## src/rtl/pulse_wave_gen.sv

```systemverilog
// Pulse/square oscillator: phase accumulator, duty/amplitude compare, valid/ready sample stream.
// Optional hard sync input enabled by defining PULSE_WAVE_GEN_SYNC_EN.
module pulse_wave_gen #(
  parameter int width_p       = 12,
  parameter int phase_width_p = 16,
  parameter int duty_width_p  = 8
) (
  input  logic                     clk_i,
  input  logic                     reset_i,
`ifdef PULSE_WAVE_GEN_SYNC_EN
  input  logic                     sync_i,
`endif
  input  logic                     cfg_valid_i,
  output logic                     cfg_ready_o,
  input  logic [phase_width_p-1:0] cfg_ftw_i,
  input  logic [duty_width_p-1:0]  cfg_duty_i,
  input  logic [width_p-2:0]       cfg_amp_i,
  output logic [width_p-1:0]       data_o,
  output logic                     valid_o,
  input  logic                     ready_i
);

  logic [phase_width_p-1:0] acc_q;
  logic [phase_width_p-1:0] ftw_q;
  logic [duty_width_p-1:0]  duty_q;
  logic [width_p-2:0]       amp_q;

  logic [phase_width_p-1:0] pend_ftw;
  logic [duty_width_p-1:0]  pend_duty;
  logic [width_p-2:0]       pend_amp;
  logic                     pend_v;

  logic                     sync_w;
  logic                     load;
  logic                     wrap;
  logic [phase_width_p-1:0] acc_sum;
  logic                     high_phase;
  logic [width_p-1:0]       amp_ext;
  logic [width_p-1:0]       sample;
  logic                     apply;
  logic                     cfg_fire;

`ifdef PULSE_WAVE_GEN_SYNC_EN
  assign sync_w = sync_i;
`else
  assign sync_w = 1'b0;
`endif

  assign load = !valid_o || ready_i;
  assign {wrap, acc_sum} = {1'b0, acc_q} + {1'b0, ftw_q};

  assign high_phase = acc_q[phase_width_p-1 -: duty_width_p] < duty_q;
  assign amp_ext    = {1'b0, amp_q};
  assign sample     = high_phase ? amp_ext : -amp_ext;

  // A stalled oscillator (ftw 0) never wraps, so it takes new settings immediately.
  assign apply       = pend_v && ((load && wrap) || (ftw_q == '0) || sync_w);
  assign cfg_fire    = cfg_valid_i && !pend_v;
  assign cfg_ready_o = !pend_v;

  always_ff @(posedge clk_i) begin
    if (reset_i) begin
      acc_q     <= '0;
      ftw_q     <= '0;
      duty_q    <= {1'b1, {(duty_width_p-1){1'b0}}};
      amp_q     <= '0;
      pend_ftw  <= '0;
      pend_duty <= '0;
      pend_amp  <= '0;
      pend_v    <= 1'b0;
      data_o    <= '0;
      valid_o   <= 1'b0;
    end else begin
      if (load) begin
        data_o  <= sample;
        valid_o <= 1'b1;
        acc_q   <= acc_sum;
      end
      if (sync_w) begin
        acc_q <= '0;
      end
      if (apply) begin
        ftw_q  <= pend_ftw;
        duty_q <= pend_duty;
        amp_q  <= pend_amp;
        pend_v <= 1'b0;
      end else if (cfg_fire) begin
        pend_ftw  <= cfg_ftw_i;
        pend_duty <= cfg_duty_i;
        pend_amp  <= cfg_amp_i;
        pend_v    <= 1'b1;
      end
    end
  end

endmodule
```

## config.mk

```make
export PLATFORM = sky130hd
export DESIGN_NAME = pulse_wave_gen
export DESIGN_NICKNAME = d
export VERILOG_FILES = /design/src/rtl/pulse_wave_gen.sv
export SDC_FILE = /design/constraint.sdc
export NUM_CORES = 1
export LEC_CHECK = 0
export ABC_AREA = 0
export CELL_PAD_IN_SITES_DETAIL_PLACEMENT = 1
export CELL_PAD_IN_SITES_GLOBAL_PLACEMENT = 1
export CORE_AREA = 2 2 138 113
export CTS_CLUSTER_DIAMETER = 60
export DETAILED_ROUTE_END_ITERATION = 10
export DIE_AREA = 0 0 140 115
export GPL_TIMING_DRIVEN = 1
export PLACE_DENSITY = 0.75
export SETUP_SLACK_MARGIN = 0.4
export SLEW_MARGIN = 20
export SYNTH_ARGS = -nofsm -noshare
export SYNTH_HDL_FRONTEND = slang
export SYNTH_SLANG_ARGS = --single-unit
```

## constraint.sdc

```tcl
create_clock -name clk_i -period 2.8 [get_ports clk_i]
set_input_delay 0.56 -clock clk_i [delete_from_list [all_inputs] [get_ports clk_i]]
set_output_delay 0.56 -clock clk_i [all_outputs]
set_load 0.03 [all_outputs]
```

==> qor.yml, run 1 <==
ioPinCount: 53
tightest_slew_ps: 699
wl_mm: 14.7
antenna_found_initial: 0
synth_seq_area_share: 0.395
worstPathCellList: "ha_4 > fa_2 > a21o_1 > a221o_2 > a31oi_4 > a21oi_4 > a211oi_4 > buf_6 > clkbuf_16 > mux2i_1"
finalHoldViolCount: 0
cp-end-kind: "flop"
maxSlewHeadroom: 0.534
fin_area_sq_mm: 0.00624
hold_path.class: "reg -> reg"
cpPeakStageDelay_ps: 380
fp.dieW_um: 140
worst-setup-path-type: "reg -> reg"
numCtsBuffers: 9
p_per_area_mw_per_mm2: 585
fp.coreArea_sq_mm: 0.0148
grt_max_degree: 40
syn_nets: 681
crit_family: "compound AO/OA/AOI/OAI gates"
synthFlopType: "dfxtp_1"
via_per_inst: 5.32
syn2layout_area_growth_pct: 23.2
worstPathRequired_ps: 3100
clock_sinks: 100
postSynthAreaPerCell_sq_um: 8.21
slowest_stage: "a221o_2"
vdd_drop_max_mv: 0.363
ys_types: 58
grt_pass1_wl_mm: 23.5
hold_buffers: 0
yosysTopAreaCell: "dfxtp_1"
cts_tree: "yes"
cts-root-buf: "clkbuf_16"
dr_total_vias: 4574
initial_core_util: 0.343
fin_setup_tns_ps: 0
synth_seq_cells: 100
dp_hpwl_mm: 9.78
placedCellCount: 830
post-synth-top-count-cell: "nand2_1"
clockBufferDepth: 2
wire_per_inst_um: 17.1
arrival_ps: 2910
synth_common_cells: "nand2_1 (165), dfxtp_1 (100), a21oi_1 (72), mux2i_1 (45), clkbuf_1 (31)"
whs_ps: 456
finalPower_uw: 3650
top_usage_layer: "met2"
portBuffers: 52
drive_gt1_frac: 0.0984
outcome: "finished, final reports clean"
use_met1: 0.235
gp_congestion: 0.838
grt_pass1_vias: 4676
num_rows: 40
drc_errors: 0
netlist.area_leader.share: 0.395
gr-usage-met2: 0.307
cp_num_buf_inv: 2
clk_latency_ps: 360
h-tree-depth: 3
firstDrtPassIters: 6
ys_warn_count: 0
synthArstFlopShare: 0
ant_nets: 0
skew_ps: 8.77
grt_util_met3: 0.0308
synth_edf_count: 0
rsz0062_at_grt: "yes"
maxCapViolCount: 0
clkTransAtPathRegs_ps: 70
synth_cells: 617
slew_violations: 0
fin_nets: 730
setup_viol: 0
synth_area_sq_mm: 0.00506
grt_usage: 0.182
max_clock_freq_mhz: 383
grt-ovfl-total: 0
fin_crit_sh: 0.932
synth.area.top_cells: "dfxtp_1 (40%), nand2_1 (12%), mux2i_1 (8.9%)"
crit_fanout: 5
place_area_sq_mm: 0.00574
antenna_cells: 0
period_needed_ps: 2610
first_iter_violations: 321
worstSetupStartpointType: "flop"
die_h_um: 115
layoutNonFillerInstCount: 860
die_area_sq_mm: 0.0161
leakagePower_uw: 0.00268
-- worst register-to-register path: stages, from the launching register on --
cell       delay (ps)
dfxtp_2           340
ha_4              160
fa_2              340
a21o_1            180
a221o_2           380
a31oi_4           230
a21oi_4           100
a211oi_4          290
buf_6             190
clkbuf_16         160
mux2i_1           180
-- sequential cells by signal, indices dropped and copies added (netlist names) --
register   flops
pend_v         1
valid_o        1
acc_q         16
duty_q         8
pend_ftw      16
pend_amp      11
amp_q         11
ftw_q         16
data_o        12
pend_duty      8
-- per-stage QoR --
| stage | utilization | setup slack [ps] |
|---|---|---|
| 3_5_place_dp | 0.389 | 132 |
| 5_1_grt | 0.422 | 103 |
| 6_report | 0.422 | 190 |
| 4_1_cts | 0.416 | 148 |
| 2_1_floorplan | - | 380 |
| 3_3_place_gp | 0.389 | 237 |
-- metal layers --
metal | part of all wire | vias to the layer above
met4 | 0.016 | 0
met1 | 0.48 | 2200
li1 | - | 2264
met5 | 0 | -
met3 | 0.038 | 18
met2 | 0.47 | 92
-- power breakdown --
| group | switching [uW] | internal [uW] |
|---|---|---|
| Combinational | 433 | 361 |
| Sequential | 68.0 | 1500 |
| Clock | 562 | 720 |
| Total | 1060 | 2590 |
-- path summary, 6_finish.rpt --
kind                                     to  cells after the start        start  slack, ps
worst min-delay path            pend_ftw[4]                      2  pend_ftw[4]        460
worst max-delay path              ftw_q[15]                     10     ftw_q[0]        190
worst min register to register  pend_ftw[4]                      2  pend_ftw[4]        460
worst max register to register    ftw_q[15]                     10     ftw_q[0]        190
-- logic make-up after synthesis --
kind of cell | synth area share
adders and majority gates | 0.0633
muxes | 0.0912
xor gates and xnor gates | 0.0104
buffers and inverters | 0.0519
DFF | 0.395
and+or+nand+nor | 0.242
AOI/OAI and AO/OA | 0.146
-- cell usage in the layout (no fill, tap or decap), types with 2 or more instances in the layout --
cell,netlist,routed
or4_1,3,3
o221a_2,2,2
nand2_1,165,165
xnor2_1,5,5
ha_1,24,23
a21o_1,10,10
or2_2,2,2
nor2b_1,5,3
nand3_1,13,13
buf_6,2,3
clkdlybuf4s50_1,0,51
nand2b_1,4,4
dfxtp_1,100,98
o21ai_0,8,7
buf_4,1,20
mux2i_1,45,45
or3_1,12,12
nor3_1,21,21
a211oi_1,2,2
dfxtp_2,0,2
clkbuf_16,0,11
nor4_1,4,4
and4_1,2,2
nand4_1,13,13
a311oi_1,7,7
a21oi_1,72,72
inv_1,10,10
nor2_1,15,15
and3_1,3,3
-- timing repair --
action                                  4_1_cts  5_1_grt
resized for setup                             7        1
pin swaps                                     4        5
buffers inserted                              7        3
endpoints found under the setup margin       37       39
cloned                                        1        3
-- area by class of cell --
type / instances / area (sq um)
inverter: 11 / 41.3
clock inverter: 5 / 60.1
sequential: 100 / 2000
fill: 1732 / 8530
multi-input combinational: 465 / 2860
timing repair buffer: 79 / 797
tap: 189 / 236
clock buffer: 11 / 243
Power figures use the tool's default switching activity.
==> run 2, diff against run 1 <==
- ABC_AREA: 0 -> 1
- CORE_AREA: 2 2 138 113 -> 2 2 140 115
- DIE_AREA: 0 0 140 115 -> 0 0 142 117
- PLACE_DENSITY: 0.75 -> 0.77
- SKIP_CTS_REPAIR_TIMING: unset -> 1
==> run 2 against run 1 <==
Cell count grew 13%. Clock-buffer cell count shrank 2. Power grew 98%. Via count grew 2.2%. Wire length shrank 9.7%. Flip-flop and latch count is the same.
==> qor.yml, run 2 <==
regArea_sq_mm: 0.00200
setup_viol: 0
rr_worst_depth: 12
outcome: "finished, final reports clean"
cp_num_buf_inv: 0
placedCellCount: 956
first_iter_violations: 244
cp-end-kind: "flop"
dr_total_vias: 4674
hold_depth: 2
wl_met3_um: 432
cpPeakStageDelay_ps: 410
wl_met2_mm: 5.50
fp.dieW_um: 142
synth_seq_area_share: 0.384
initial_core_util: 0.340
crit_top_cell: "nand2_1"
firstDrtPassIters: 4
finalHoldViolCount: 0
syn_nets: 809
p_per_area_mw_per_mm2: 1180
clk_latency_ps: 350
num_rows: 41
postSynthAreaPerCell_sq_um: 7.01
clkTransAtPathRegs_ps: 70
drc_errors: 0
grt-ovfl-total: 0
synth_area_sq_mm: 0.00522
synth_edf_count: 0
post-synth-top-count-cell: "nand2_1"
gp_congestion: 0.847
clockBufferDepth: 2
antenna_found_initial: 0
syn2layout_area_growth_pct: 17.8
multi_input_area_sq_mm: 0.00259
combPwrFrac: 0.521
crit_family: "simple AND/OR/NAND/NOR gates"
power.internal_uw: 3810
antenna_cells: 0
drt-met1-wl_mm: 7.15
ioPinCount: 53
place_area_sq_mm: 0.00581
wire_per_inst_um: 13.6
drive_gt1_frac: 0.0462
fin_area_sq_mm: 0.00615
synthArstFlopShare: 0
netlist.area_leader.share: 0.384
ant_nets: 0
fillers: 1895
final_cell_mix: "nand2_1 (124), inv_1 (108), dfxtp_1 (99)"
yosysTopAreaCell: "dfxtp_1"
slowest_stage: "fa_1"
grt_pass1_wl_mm: 22.0
worstSetupStartpointType: "flop"
fin_util: 0.401
max_clock_freq_mhz: 449
synth_cells: 745
synth_seq_cells: 100
worstPathRequired_ps: 3040
grt_usage: 0.164
slew_violations: 0
portBuffers: 52
fin_nets: 839
p_seq_frac: 0.298
die_area_sq_mm: 0.0166
rsz0062_at_grt: "yes"
fin_setup_tns_ps: 0
layout_commonest_cell: "nand2_1"
h-tree-depth: 3
synthFlopType: "dfxtp_1"
numCtsBuffers: 9
tightest_slew_ps: 688
synth_common_cells: "nand2_1 (125), inv_1 (108), dfxtp_1 (100), a21oi_1 (88), nand3_1 (79)"
sw_frac_of_total: 0.473
routed.top_layer: "met4"
via_per_inst: 4.80
hold_path.class: "reg -> reg"
fin_crit_sh: 0.796
cts-root-buf: "clkbuf_16"
maxCapViolCount: 0
clock_sinks: 100
cts_tree: "yes"
synth.area.top_cells: "dfxtp_1 (38%), nand2_1 (9.0%), a21oi_1 (8.4%)"
skew_ps: 8.87
worst-setup-path-type: "reg -> reg"
grt_pass1_vias: 4448
arrival_ps: 2460
worstPathCellList: "ha_1 > fa_1 > nand2_1 > nand2_1 > nand3_1 > nand2_2 > nand2_1 > nand2_1 > nand2_2 > nand2_8 > a21oi_1 > nor2_1"
wl_mm: 13.3
fp.coreArea_sq_mm: 0.0153
period_needed_ps: 2230
ys_warn_count: 0
dp_hpwl_mm: 9.10
reg.largest.list: "acc_q x16, ftw_q x16, pend_ftw x16"
power_switching_uw: 3420
crit_fanout: 36
clockPowerShare: 0.181
die_h_um: 117
vdd_drop_max_mv: 0.802
ys_types: 33
layoutNonFillerInstCount: 973
crit_cells: 12
leakagePower_uw: 0.00293
maxSlewHeadroom: 0.541
grt_max_degree: 73
==> run 2: worst paths after layout <==
path                                  start           to  slack (ps)
worst min register to register  pend_amp[4]  pend_amp[4]         450
worst max register to register     ftw_q[0]    ftw_q[12]         570
worst min-delay path            pend_amp[4]  pend_amp[4]         450
worst max-delay path               ftw_q[0]    ftw_q[12]         570
==> run 2: worst min-delay path, stage by stage (launching register included) <==
cell     delay (ps)
dfxtp_1         300
inv_1            60
a21oi_1          50
==> run 2: layout make-up <==
cell class / count / area share
multi-input cells: 495 / 0.421
well taps: 193 / 0.0393
repair buffers: 59 / 0.0973
clock inverters: 7 / 0.0130
flip-flops and latches: 100 / 0.326
inverters: 110 / 0.0672
clock buffers: 9 / 0.0366
==> run 2: layer usage <==
| layer | vias up | GRT usage |
|---|---|---|
| li1 | 2453 | - |
| met1 | 2132 | 0.244 |
| met2 | 78 | 0.247 |
| met3 | 11 | 0.0191 |
| met4 | 0 | 0.0540 |
| met5 | - | 0 |
==> run 2: stage by stage <==
| step | setup slack (ps) | total power, uW | hold slack [ps] |
|---|---|---|---|
| after global routing | 372 | 7910 | 475 |
| final | 573 | 7230 | 454 |
| after global placement | 497 | 5630 | 441 |
| after CTS | 428 | 7090 | 459 |
| after floorplan | 939 | 5310 | 428 |
| after detailed placement | 443 | 5750 | 448 |
==> run 2: power groups by stage <==
stage               Clock [uW]  Combinational (uW)  Sequential, uW
global placement             0                3460            2170
detailed placement           0                3570            2180
CTS                       1340                3600            2160
finish                    1310                3770            2150
floorplan                    0                3160            2150
global route              1390                4310            2210
==> run 2: kinds of logic (layout without fill, tap and decap cells) <==
family                     Yosys count  in the layout  synth area share
xor gates and xnor gates            16             16            0.0269
AOI/OAI and AO/OA                  166            166             0.165
and+or+nand+nor                    287            288             0.236
adders and majority gates           25             25            0.0614
buffers and inverters              151            185             0.127
DFF                                100            100             0.384
==> run 3, diff against run 2 <==
- clock period: 2.8 -> 2.2 ns (I/O delays scaled with it)
==> run 3 against run 2 <==
Critical path depth up 1. Largest cell class unchanged. Die area unchanged. Wire length is 18% higher. Largest power group unchanged. Clock-buffer cell count unchanged. Critical path type unchanged. Utilization up 5.4 points. Critical endpoint is now duty_q[4].
==> qor.yml, run 3 (synthesis gave the netlist of run 2 again) <==
grt_usage: 0.169
maxSlewHeadroom: 0.379
dr_total_vias: 4919
wl_met3_um: 636
fin_crit_sh: 0.954
p_per_area_mw_per_mm2: 1760
regArea_sq_mm: 0.00204
h-tree-depth: 3
initial_core_util: 0.340
grt_max_degree: 73
vdd_drop_max_mv: 0.920
period_needed_ps: 2100
worstPathCellList: "ha_4 > nand2_1 > inv_2 > nand2_1 > nor3_4 > nand2_2 > nand2_2 > nand2_4 > nand2_4 > clkbuf_16 > nand3_1 > nand2_1 > nor2_1"
first_iter_violations: 290
fin_util: 0.455
skew_ps: 8.50
clkTransAtPathRegs_ps: 80
via_per_inst: 4.92
routed.top_layer: "met4"
fillers: 1839
arrival_ps: 2350
fin_area_sq_mm: 0.00698
combPwrFrac: 0.624
dp_hpwl_mm: 9.66
clk_latency_ps: 360
finalHoldViolCount: 0
die_h_um: 117
drt-met1-wl_mm: 7.49
wl_mm: 15.6
multi_input_area_sq_mm: 0.00303
worst-setup-path-type: "reg -> reg"
tightest_slew_ps: 932
fin_nets: 865
gp_congestion: 0.927
numCtsBuffers: 9
ant_nets: 0
hold_path.class: "reg -> reg"
cts_tree: "yes"
antenna_cells: 0
p_seq_frac: 0.236
power.internal_uw: 6740
firstDrtPassIters: 5
cp-end-kind: "flop"
grt_pass1_wl_mm: 22.7
wire_per_inst_um: 15.6
maxCapViolCount: 0
die_area_sq_mm: 0.0166
drc_errors: 0
antenna_found_initial: 0
clockPowerShare: 0.140
finalPower_uw: 12300
slew_violations: 0
num_rows: 41
cts-root-buf: "clkbuf_16"
syn2layout_area_growth_pct: 33.7
final_cell_mix: "nand2_1 (110), inv_1 (108), dfxtp_1 (75)"
reg.largest.list: "acc_q x16, ftw_q x16, pend_ftw x16"
worstSetupStartpointType: "flop"
leakagePower_uw: 0.00335
ioPinCount: 53
outcome: "finished, final reports clean"
fp.dieW_um: 142
max_clock_freq_mhz: 477
sw_frac_of_total: 0.452
worstPathRequired_ps: 2460
setup_viol: 0
rsz0062_at_grt: "yes"
fp.coreArea_sq_mm: 0.0153
power_switching_uw: 5570
clockBufferDepth: 2
crit_top_cell: "nand2_1"
drive_gt1_frac: 0.208
cpPeakStageDelay_ps: 350
wl_met2_mm: 7.27
portBuffers: 52
slowest_stage: "dfxtp_2"
clock_sinks: 100
grt-ovfl-total: 0
crit_fanout: 5
place_area_sq_mm: 0.00604
layout_commonest_cell: "nand2_1"
grt_pass1_vias: 4661
run 3: final cells by class:
class / count / share of cell area
multi-input cells: 496 / 0.434
flip-flops and latches: 100 / 0.292
repair buffers: 84 / 0.134
inverters: 110 / 0.0592
well taps: 193 / 0.0346
clock buffers: 9 / 0.0323
clock inverters: 7 / 0.0134
run 3: through the flow:
step	hold slack, ps	std cells	setup TNS (ps)	worst slack (ps)
after floorplan	428	745	0	396
final	456	999	0	102
after global placement	440	966	0	223
after global routing	477	999	-45.5	-18.5
after CTS	459	982	0	138
after detailed placement	448	966	0	156
run 3: worst paths after layout:
kind	slack, ps	depth (start not counted)	endpoint	from
hold reg to reg	460	2	pend_amp[3]	pend_amp[3]
hold / removal	460	2	pend_amp[3]	pend_amp[3]
setup reg to reg	100	13	duty_q[4]	ftw_q[9]
setup / recovery	100	13	duty_q[4]	ftw_q[9]
run 3: routing by layer:
layer  GRT usage  up-vias
met5           0        -
met4      0.0380        0
met2       0.260       97
met1       0.243     2299
met3      0.0399       17
li1            -     2506
run 3: worst max-delay path: cells and delay by family, from the launching register on:
kind | cells | cell delay, ps
flip-flops | 1 | 350
adder cells (fa/ha/maj) | 1 | 300
AND/OR/NAND/NOR | 10 | 1090
buffers and inverters | 2 | 250
run 3: power by group through the flow:
| stage | sequential (uW) | combinational, uW | clock, uW |
|---|---|---|---|
| 2_1_floorplan | 2790 | 4550 | 0 |
| 3_3_place_gp | 2800 | 5330 | 0 |
| 3_5_place_dp | 2820 | 5420 | 0 |
| 4_1_cts | 2780 | 5470 | 1760 |
| 5_1_grt | 2980 | 8410 | 1830 |
| 6_report | 2910 | 7680 | 1720 |
==> edit 1: new RTL, flow settings as in run 3 <==
Change the parameter `phase_width_p` from 16 to 24.
--- a/src/rtl/pulse_wave_gen.sv
+++ b/src/rtl/pulse_wave_gen.sv
@@ -4,3 +4,3 @@
   parameter int width_p       = 12,
-  parameter int phase_width_p = 16,
+  parameter int phase_width_p = 24,
   parameter int duty_width_p  = 8
Interface: changed (resized cfg_ftw_i); port bits go from 53 to 61. No check against the original RTL was run, so the function may have changed too.
==> edit 1 against run 3 <==
The run now ends with setup timing left. Sequential cell count rose by 24. Worst setup slack got worse by 310 ps. Total power fell by 8.1%. Area after synthesis rose by 32%. Clock skew rose by 5.6 ps. Design area rose by 42%. Combinational power fell by 31%. Wire length rose by 81%.
==> edit 1: results <==
[place]
dp_hpwl_um = 14200
dp_slack_ps = 68.8
io_buffers = 60
gp_congestion = 0.876
placed_cells = 1250

[detailed_routing]
wl_met3_um = 1840
drt_iter0_markers = 638
wl_met1_um = 12500
totalWireLength_um = 28300
wl_per_cell_um = 21.5
dr_wl_met2_um = 13000
post_drt_via_cell_ratio = 5.72

[global_route]
grt_pass1_vias = 6371
grtUsageTotal_pct = 24.9
grt_max_degree = 89
grtUsageMet2_pct = 36.9

[status]
status = "finished, violations left"
violations = "setup timing"

[layout]
reg_top3 = "acc_q (24), ftw_q (24), pend_ftw (24)"
drive_gt1_share_pct = 29.2
fillers = 1829
nets = 1188

[setup_path]
crit_slowest_cell = "ha_1"
critPathMaxStageDelay_ps = 380
cp_data_arrival_time_ps = 2720
path_max_fanout = 12

[sta]
worst_slew_pin_slew_ps = 475
finalHoldWorstSlack_ps = 454
fin_skew_ps = 14.1
fin_ws_ps = -207
tns_ps = -3870
setup_violations = 43

[yosys]
synthCells = 1007
synth_compound_area_share_pct = 18.5
synth_common_cells = "187 x nand2_1, 161 x inv_1, 124 x dfxtp_1"
synthAdderAreaFrac_pct = 6.11

[clock_network]
clock_latency_ps = 430
cts_buffers = 17
ctsHtreeMaxLevel = 4

[pwr]
power_uw = 11300
power_sequential_uw = 3120
pwr-share-clk_pct = 25.6
switchingPower_uw = 4660
[edit 1: tightest hold or removal path: cells and delay by family (launching register included)]
family                 cells  cell delay [ps]
AO/OA/AOI/OAI              1               50
buffers and inverters      1               60
flip-flops                 1              300
[edit 1: path summary, 6_finish.rpt]
path                             startpoint          end  slack [ps]  cells after the start
worst min register to register  pend_ftw[0]  pend_ftw[0]         450                      2
worst max register to register    acc_q[23]     ftw_q[9]        -210                     13
worst max-delay path              acc_q[23]     ftw_q[9]        -210                     13
worst min-delay path            pend_ftw[0]  pend_ftw[0]         450                      2
[edit 1: area by class of cell]
type / count / area [µm²] / area share [%]
well taps: 193 / 241 / 2.44
multi-input cells: 670 / 4510 / 45.5
clock buffers: 18 / 450 / 4.54
repair buffers: 133 / 1410 / 14.3
clock inverters: 12 / 138 / 1.39
inverters: 162 / 608 / 6.13
flip-flops and latches: 124 / 2550 / 25.8
==> edit 2: new RTL, flow settings as in run 3 <==
Made on the original files. Reset style: asynchronous (`reset_i`), changed in one clocked block.
--- a/src/rtl/pulse_wave_gen.sv
+++ b/src/rtl/pulse_wave_gen.sv
@@ -60,3 +60,3 @@
 
-  always_ff @(posedge clk_i) begin
+  always_ff @(posedge clk_i or posedge reset_i) begin
     if (reset_i) begin
Function: differs if reset_i is asserted again (counterexample within 4 cycles, from zero or initial values and one cycle with reset_i high); with reset_i held inactive, the same outputs for 4 cycles.
==> edit 2 against run 3 <==
The run now ends with setup timing left. Combinational power up 2.9%. Wire length up 14%. Sequential cell count unchanged. Core utilization up 1.3 points. Design area up 2.9%. Worst setup slack worse by 160 ps. Clock skew up 0.95 ps. Area after synthesis up 0.41%. Total power up 8.0%.
==> edit 2: results <==
[yosys]
synthCells = 599
synth_compound_area_share_pct = 3.58
synthAdderAreaFrac_pct = 6.11
synthDistinctLibCells = 37
ys_seq_area_share_pct = 47.8
synth-xor-area-share_pct = 2.01
synthMuxAreaShare_pct = 7.52
synth_area_leaders = "dfrtp_1 47%, nand2_1 15%, mux2_2 7.5%"
synth_ff_type = "dfrtp_1"

[status]
violations = "setup timing"
status = "finished, violations left"

[sta]
relSlewSlack_pct = 56.7
tns_ps = -335
fin_ws_ps = -57.3
setup_violations = 18

[setup_path]
reg2reg_depth = 10
r2r-end = "duty_q[3]"
path_max_fanout = 8
critPathMaxStageDelay_ps = 440

[hold_path]
worst_hold_path_type = "in -> async"

[global_route]
grt_max_degree = 37
grt_pass1_wl_um = 22700

[detailed_routing]
totalWireLength_um = 17900
post_drt_via_cell_ratio = 5.33

[pwr]
irDropWorstVdd_uv = 651
p_int_uw = 6950

[layout]
nets = 748

[place]
gp_congestion = 0.852
dp_slack_ps = 40.0
placed_cells = 837
-- edit 2: worst register-to-register path, stage by stage, from the launching register on --
cell,delay (ps)
dfrtp_1,440
ha_2,430
nand2_1,160
nor2_1,300
a21oi_4,130
nand2_4,110
nand2_8,100
nand2_8,140
nand2_4,130
nand2_1,140
nand2_1,60
-- edit 2: cell type report --
cell class,instances,area (µm²),share of cell area [%]
Multi-Input combinational cell,449,3090,43.0
Sequential cell,100,2510,35.0
Timing Repair Buffer,87,903,12.6
Tap cell,193,241,3.36
Clock buffer,9,225,3.14
Inverter,37,143,1.99
Clock inverter,7,63.8,0.889
-- edit 2: cell families after synthesis --
group | Yosys count
fa+ha+maj | 25
flops | 100
mux | 35
xor+xnor | 12
simple gates | 334
compound gates | 34
other cells | 1
buf+inv | 58
-- edit 2: routing by layer --
layer | global-route usage [%] | vias up
li1 | - | 2137
met1 | 22.9 | 2392
met2 | 30.1 | 129
met3 | 1.95 | 39
met4 | 6.80 | 0
met5 | 0 | -
